File: config.mk
export PLATFORM = sky130hd
export DESIGN_NAME = azadi_pad_in_cond
export DESIGN_NICKNAME = d
export VERILOG_FILES = /design/src/rtl/azadi_pad_in_cond.sv
export SDC_FILE = /design/constraint.sdc
export NUM_CORES = 2
export LEC_CHECK = 0
export ABC_AREA = 1
export ABC_CLOCK_PERIOD_IN_PS = 53200
export CORE_ASPECT_RATIO = 1.75
export CORE_MARGIN = 5
export CORE_UTILIZATION = 60
export CTS_CLUSTER_SIZE = 28
export DETAILED_ROUTE_END_ITERATION = 16
export PLACE_DENSITY = 0.92
export SLEW_MARGIN = 20
export SYNTH_ARGS = -nofsm -noshare
export SYNTH_HDL_FRONTEND = slang
export SYNTH_SLANG_ARGS = --single-unit
File: constraint.sdc
create_clock -name clk_i -period 53.2 [get_ports clk_i]
set_input_delay 15.96 -clock clk_i [delete_from_list [all_inputs] [get_ports clk_i]]
set_output_delay 15.96 -clock clk_i [all_outputs]
set_load 0.1 [all_outputs]
File: src/rtl/azadi_pad_in_cond.sv
`default_nettype none
// ============================================================================
//  Module   : azadi_pad_in_cond
//  Purpose  : Receive-side conditioner for the pad input bus. Per pad it
//             provides a 2-flop synchronised value, an optionally debounced
//             value, rise/fall strobes and sticky edge interrupt status.
//  Revision : 1.0  initial release
// ============================================================================
module azadi_pad_in_cond #(
    parameter int                NUM_IO    = 54,
    parameter int                DEB_CNT_W = 16,
    parameter logic [NUM_IO-1:0] RST_VAL   = 54'h2_A000_0001
) (
    input  logic                 clk_i,
    input  logic                 rst_i,
    input  logic [NUM_IO-1:0]    io_in_i,
    input  logic [NUM_IO-1:0]    io_oeb_i,
    input  logic [NUM_IO-1:0]    deb_en_i,
    input  logic [DEB_CNT_W-1:0] deb_limit_i,
    input  logic [NUM_IO-1:0]    irq_rise_en_i,
    input  logic [NUM_IO-1:0]    irq_fall_en_i,
    input  logic [NUM_IO-1:0]    irq_clr_i,
    output logic [NUM_IO-1:0]    pin_sync_o,
    output logic [NUM_IO-1:0]    pin_filt_o,
    output logic [NUM_IO-1:0]    rise_o,
    output logic [NUM_IO-1:0]    fall_o,
    output logic [NUM_IO-1:0]    irq_status_o,
    output logic                 irq_o
);

    logic [NUM_IO-1:0] sync1_q;
    logic [NUM_IO-1:0] sync2_q;
    logic [NUM_IO-1:0] filt_q;
    logic [NUM_IO-1:0] filt_d;
    logic [NUM_IO-1:0] filt_prev_q;
    logic [NUM_IO-1:0] irq_q;
    logic [NUM_IO-1:0] irq_d;
    logic [NUM_IO-1:0] ev;

    // Synchroniser, filtered value, edge-detect history and irq status flops
    always_ff @(posedge clk_i or posedge rst_i) begin
        if (rst_i) begin
            sync1_q     <= RST_VAL;
            sync2_q     <= RST_VAL;
            filt_q      <= RST_VAL;
            filt_prev_q <= RST_VAL;
            irq_q       <= '0;
        end else begin
            sync1_q     <= io_in_i;
            sync2_q     <= sync1_q;
            filt_q      <= filt_d;
            filt_prev_q <= filt_q;
            irq_q       <= irq_d;
        end
    end

    for (genvar n = 0; n < NUM_IO; n++) begin : g_pad
        logic [DEB_CNT_W-1:0] cnt_q;
        logic [DEB_CNT_W-1:0] cnt_d;
        logic [DEB_CNT_W:0]   cnt_inc;
        logic                 mism;
        logic                 filt_nxt;

        // Debounce: filtered value follows the synchronised value only after
        // it has disagreed for deb_limit_i consecutive cycles. The increment
        // is one bit wider so the >= compare can never see a wrapped count,
        // even when the limit is lowered mid-count.
        always_comb begin
            cnt_inc  = {1'b0, cnt_q} + {{DEB_CNT_W{1'b0}}, 1'b1};
            mism     = sync2_q[n] ^ filt_q[n];
            filt_nxt = filt_q[n];
            cnt_d    = cnt_q;
            if (!deb_en_i[n]) begin
                filt_nxt = sync2_q[n];
                cnt_d    = '0;
            end else if (!mism) begin
                cnt_d    = '0;
            end else if ((deb_limit_i == '0) || (cnt_inc >= {1'b0, deb_limit_i})) begin
                filt_nxt = sync2_q[n];
                cnt_d    = '0;
            end else begin
                cnt_d    = cnt_inc[DEB_CNT_W-1:0];
            end
        end

        assign filt_d[n] = filt_nxt;

        // Per-pad stable-cycle counter; reset discards any partial count
        always_ff @(posedge clk_i or posedge rst_i) begin
            if (rst_i) begin
                cnt_q <= '0;
            end else begin
                cnt_q <= cnt_d;
            end
        end
    end

    // Edge events feed status only for pads currently acting as inputs;
    // a set in the same cycle as a clear takes priority.
    always_comb begin
        ev    = io_oeb_i & ((rise_o & irq_rise_en_i) | (fall_o & irq_fall_en_i));
        irq_d = ev | (irq_q & ~irq_clr_i);
    end

    assign pin_sync_o   = sync2_q;
    assign pin_filt_o   = filt_q;
    assign rise_o       = filt_q & ~filt_prev_q;
    assign fall_o       = ~filt_q & filt_prev_q;
    assign irq_status_o = irq_q;
    assign irq_o        = |irq_q;

endmodule
`default_nettype wire
Word level (Yosys, flattened, before mapping)
Index checks and enable logic that the tools add are counted.
Word-level totals
  word-level logic and storage cells: 827
  bits in registers: 1134
  output and inout bits: 271
  bits of input ports: 342
Cells by class
  $add $sub $neg: 54
  eq/ne operators: 108
  reductions and logical operators: 110
  magnitude comparators: 54
  bitwise logic cells: 65
  mux-type cells: 324
Operator list (count)
  $mux W16: 162
  $add A16 B1 Y17 const B: 54
  $ge A17 B16 Y1: 54
  $and A54 B54 Y54: 6
  $ne A2 B1 Y1 const B: 108
  $mux W1: 162
  $not A54 Y54: 3
  $or A54 B54 Y54: 2
  $reduce_and A2 Y1: 54
  $logic_or A1 B1 Y1: 54
  $reduce_or A54 Y1: 1
  $xor A1 B1 Y1: 54
  $logic_not A16 Y1: 1

Logic depth before layout (Yosys ltp)
  depth after elaboration: 6
  mapped depth: 23
  mapped depth without buffers: 23

Worst setup path after synthesis
Ideal clock, no wire load.
  path type: input to register
  start point: in deb_limit_i[12]
  end point: reg g_pad[22].cnt_q[13]
  path buffers: 1
  path slack: 34.759 ns
  setup time: 0.072 ns
  stages on the path: 14
  data required time: 53.128 ns
  arrival time: 18.369 ns
  cells stage by stage: inv_1 > ha_1 > nand2_1 > inv_1 > nand3_1 > nor2_1 > a21oi_1 > nand2_1 > nand2_1 > nand2_1 > nand2_1 > nand3_1 > buf_2 > nor2_1
On the way
  longest elaborated chain between the ends: 5
  elaborated cells on any way between the ends: 6
  classes of those cells: order compare (1); mux (3); reduce/logical (2)
RTL lines
  from (decl): RTL line 19  | input logic [DEB_CNT_W-1:0] deb_limit_i,
  $ge A17 B16 Y1 or $logic_not A16 Y1 (tied branches): RTL line 78  | end else if ((deb_limit_i == '0) || (cnt_inc >= {1'b0, deb_limit_i})) begin
  $logic_or A1 B1 Y1 *: RTL line 78
  $mux W16 *: RTL line 78
  $mux W16 *: RTL line 76  | end else if (!mism) begin
  $mux W16 *: RTL line 73  | if (!deb_en_i[n]) begin
  net g_pad[22].cnt_d[13]: RTL line 59  | logic [DEB_CNT_W-1:0] cnt_d;
  to (signal assigned): RTL line 93  | cnt_q <= cnt_d;
  to (decl): RTL line 58  | logic [DEB_CNT_W-1:0] cnt_q;
The timed path passes the listed nets; every way through them passes the cells marked *.
A chain may end at the register's enable or synchronous reset.

==> impl_metrics.yaml <==
clocking:
  hold_buffers: 0
  cts_root_buf: "clkbuf_16"
  clk_pin_slew_ps: 60
  ctsLongestPathBuffers: 3
  cts_tree: "done"
  cts_setup_buffers: 0
  clk_latency_ps: 760
  cts_sinks: 1134
  htreeDepth: 3
  cts_resized: 0
  cts_made_buffers: 108
final_layout:
  fin_area_um2: 89200
  final_cell_mix: "nand2_1 (2,187), inv_1 (1,691), nor2_1 (1,516)"
  nets: 12000
  final_common_cell: "nand2_1"
  final.fill_count: 9409
  layout-drive-gt1-share_pct: 4.93
  synthToLayoutAreaGrowth_pct: 14.8
floorplanning:
  rows: 174
  fp.dieH_um: 486
  ios: 613
  fp.dieW_um: 282
  dieArea_um2: 137000
  coreArea_um2: 129000
  start_util_pct: 60.4
synthesis:
  synthArstFlopShare_pct: 100
  syn-num-nets: 11400
  syn_inst: 10100
  synth_seq_area_share_pct: 36.5
  ys_ff_latch: 1134
  ys_warn_count: 0
  synth-edff-count: 0
  syn_area_per_cell_um2: 7.68
  synth_cell_types: 58
  syn-cell-area_um2: 77700
  ys.flop_type: "dfrtp_1"
sta:
  whs_ps: 346
  clock_skew_ps: 34.7
  maxSlewHeadroom_pct: 21.7
  hold_viol: 0
  finalCritPeriodShare_pct: 38.3
  maxSlewViolCount: 0
  setup_viol: 0
  tns_ps: 0
  grt_setup_unrepaired: "false"
  fmax_ghz: 0.0491
  finalCriticalPeriod_ps: 20360
  layout_setup_ws_ps: 32840
  worst_pin_slew_ps: 1170
grt:
  antenna_found_initial: 10
  grt_pass1_wl_um: 355000
  overflow: 0
  grt_pass1_vias: 73400
  grt_use_total_pct: 31.9
  grt_max_degree: 116
place:
  gp_congestion: 0.941
  dpl_cell_area_um2: 85200
  io_buffer_count: 612
  dp_slack_ps: 31940
  dp_hpwl_um: 157000
job:
  maxCapViolCount: 0
worst_setup_path:
  crit_fanout: 115
  start_kind: "primary input"
  path_class: "in2async"
  arrival_ps: 21130
  critPathRequiredTime_ps: 53970
  crit_path_end_kind: "asynchronous set/reset pin"
pwr:
  ir_worst_vdd_mv: 0.0275
  p_leak_nw: 48.2
  powerDensity_nw_per_um2: 24.3
  finalPower_w: 0.00217
routing:
  vias: 70600
  drc: 0
  ant_nets: 0
  drt-initial-drc-count: 5216
  wire_per_inst_um: 17.9
  dr.pass1.iters: 6
  routed_wl_um: 224000
  vias_per_cell: 5.65
outcome:
  status: "completed"
worst_hold_path:
  min_path_type: "reg2reg"
[where the power goes]
part	internal [W]	total [W]	switching (W)
Clock	0.000500	0.000863	0.000364
Sequential	0.000886	0.000911	0.0000250
Combinational	0.000103	0.000397	0.000294
[per-stage QoR]
stage,cells,util [%]
floorplan,10100,-
global placement,12300,66.2
detailed placement,12300,66.2
CTS,12500,69.3
global route,12500,69.3
finish,12500,69.3
[path summary, 6_finish.rpt]
check / endpoint / from / slack (ps) / cells after the start
max: g_pad[40].cnt_q[11] / rst_i / 32840 / 7
min: pin_sync_o[20] / sync1_q[20] / 350 / 0
max reg2reg: g_pad[15].cnt_q[7] / g_pad[15].cnt_q[0] / 49470 / 22
min reg2reg: pin_sync_o[20] / sync1_q[20] / 350 / 0
max in group clk_i: irq_o / irq_status_o[0] / 33400 / 5
min in group asynchronous: filt_prev_q[18] / rst_i / 15740 / 2
[layer usage]
metal	vias to the layer above	GRT usage (%)	share of wire, %
met5	-	0	0.014
met4	4	19.1	6.9
met3	1021	6.75	8.4
met2	3021	56.1	49
met1	33300	35.2	36
li1	33200	-	-
[cells by family after synthesis]
family	Yosys count	synth area share, %
AND/OR/NAND/NOR	4916	27.3
XOR/XNOR	565	6.38
adder cells (fa/ha/maj)	918	14.8
AO/OA/AOI/OAI	726	5.40
buffers and inverters	1855	9.61
flip-flops	1134	36.5
[state kept, by name, indices dropped and copies added (netlist names)]
| signal | flops |
|---|---|
| filt_prev_q | 54 |
| sync1_q | 54 |
| irq_status_o | 54 |
| g_pad.cnt_q | 864 |
| pin_sync_o | 54 |
| pin_filt_o | 54 |
[worst max-delay path, cell delays in order]
cell and delay, ps:
clkdlybuf4s50_1 490, inv_8 560, buf_4 820, buf_4 560, buf_4 770, buf_4 870, buf_4 820
[synthesized netlist by cell type, types with 5 or more instances]
master	instances	share of area (%)
a22o_1	54	0.61
nand4_1	249	2.0
nand2_2	14	0.11
a21o_1	47	0.45
xor2_1	471	5.3
ha_1	918	15
a31o_2	9	0.10
nor3_2	25	0.32
a21oi_1	337	2.2
nand2_1	2187	11
inv_2	12	0.058
dfrtp_1	1118	36
a41oi_1	7	0.079
nand3_1	450	2.9
o21ai_0	191	1.2
and2_1	19	0.15
buf_4	71	0.69
nor2_2	107	0.86
buf_2	14	0.090
o21ai_1	5	0.032
inv_1	1706	8.2
nor3_4	5	0.10
o21bai_1	18	0.17
or2_2	38	0.31
xnor2_1	93	1.0
nor3_1	140	0.90
o21a_1	35	0.34
nor3b_1	9	0.087
nor2_1	1516	7.3
nand3b_1	36	0.35
clkbuf_1	23	0.11
o22ai_1	9	0.072
buf_6	28	0.41
nor4_1	48	0.39
dfstp_2	16	0.54
and3_1	22	0.18
nand3_2	30	0.39
[cell type report]
| cell class | instances | area (um2) | share of cell area [%] |
|---|---|---|---|
| well taps | 1672 | 2090 | 2.34 |
| flip-flops and latches | 1134 | 28400 | 31.8 |
| clock inverters | 59 | 818 | 0.917 |
| clock buffers | 144 | 3110 | 3.49 |
| multi-input cells | 7125 | 41900 | 47.0 |
| inverters | 1718 | 6490 | 7.28 |
| repair buffers | 649 | 6390 | 7.16 |
| diodes | 6 | 15.0 | 0.0168 |
Power figures use the tool's default switching activity.
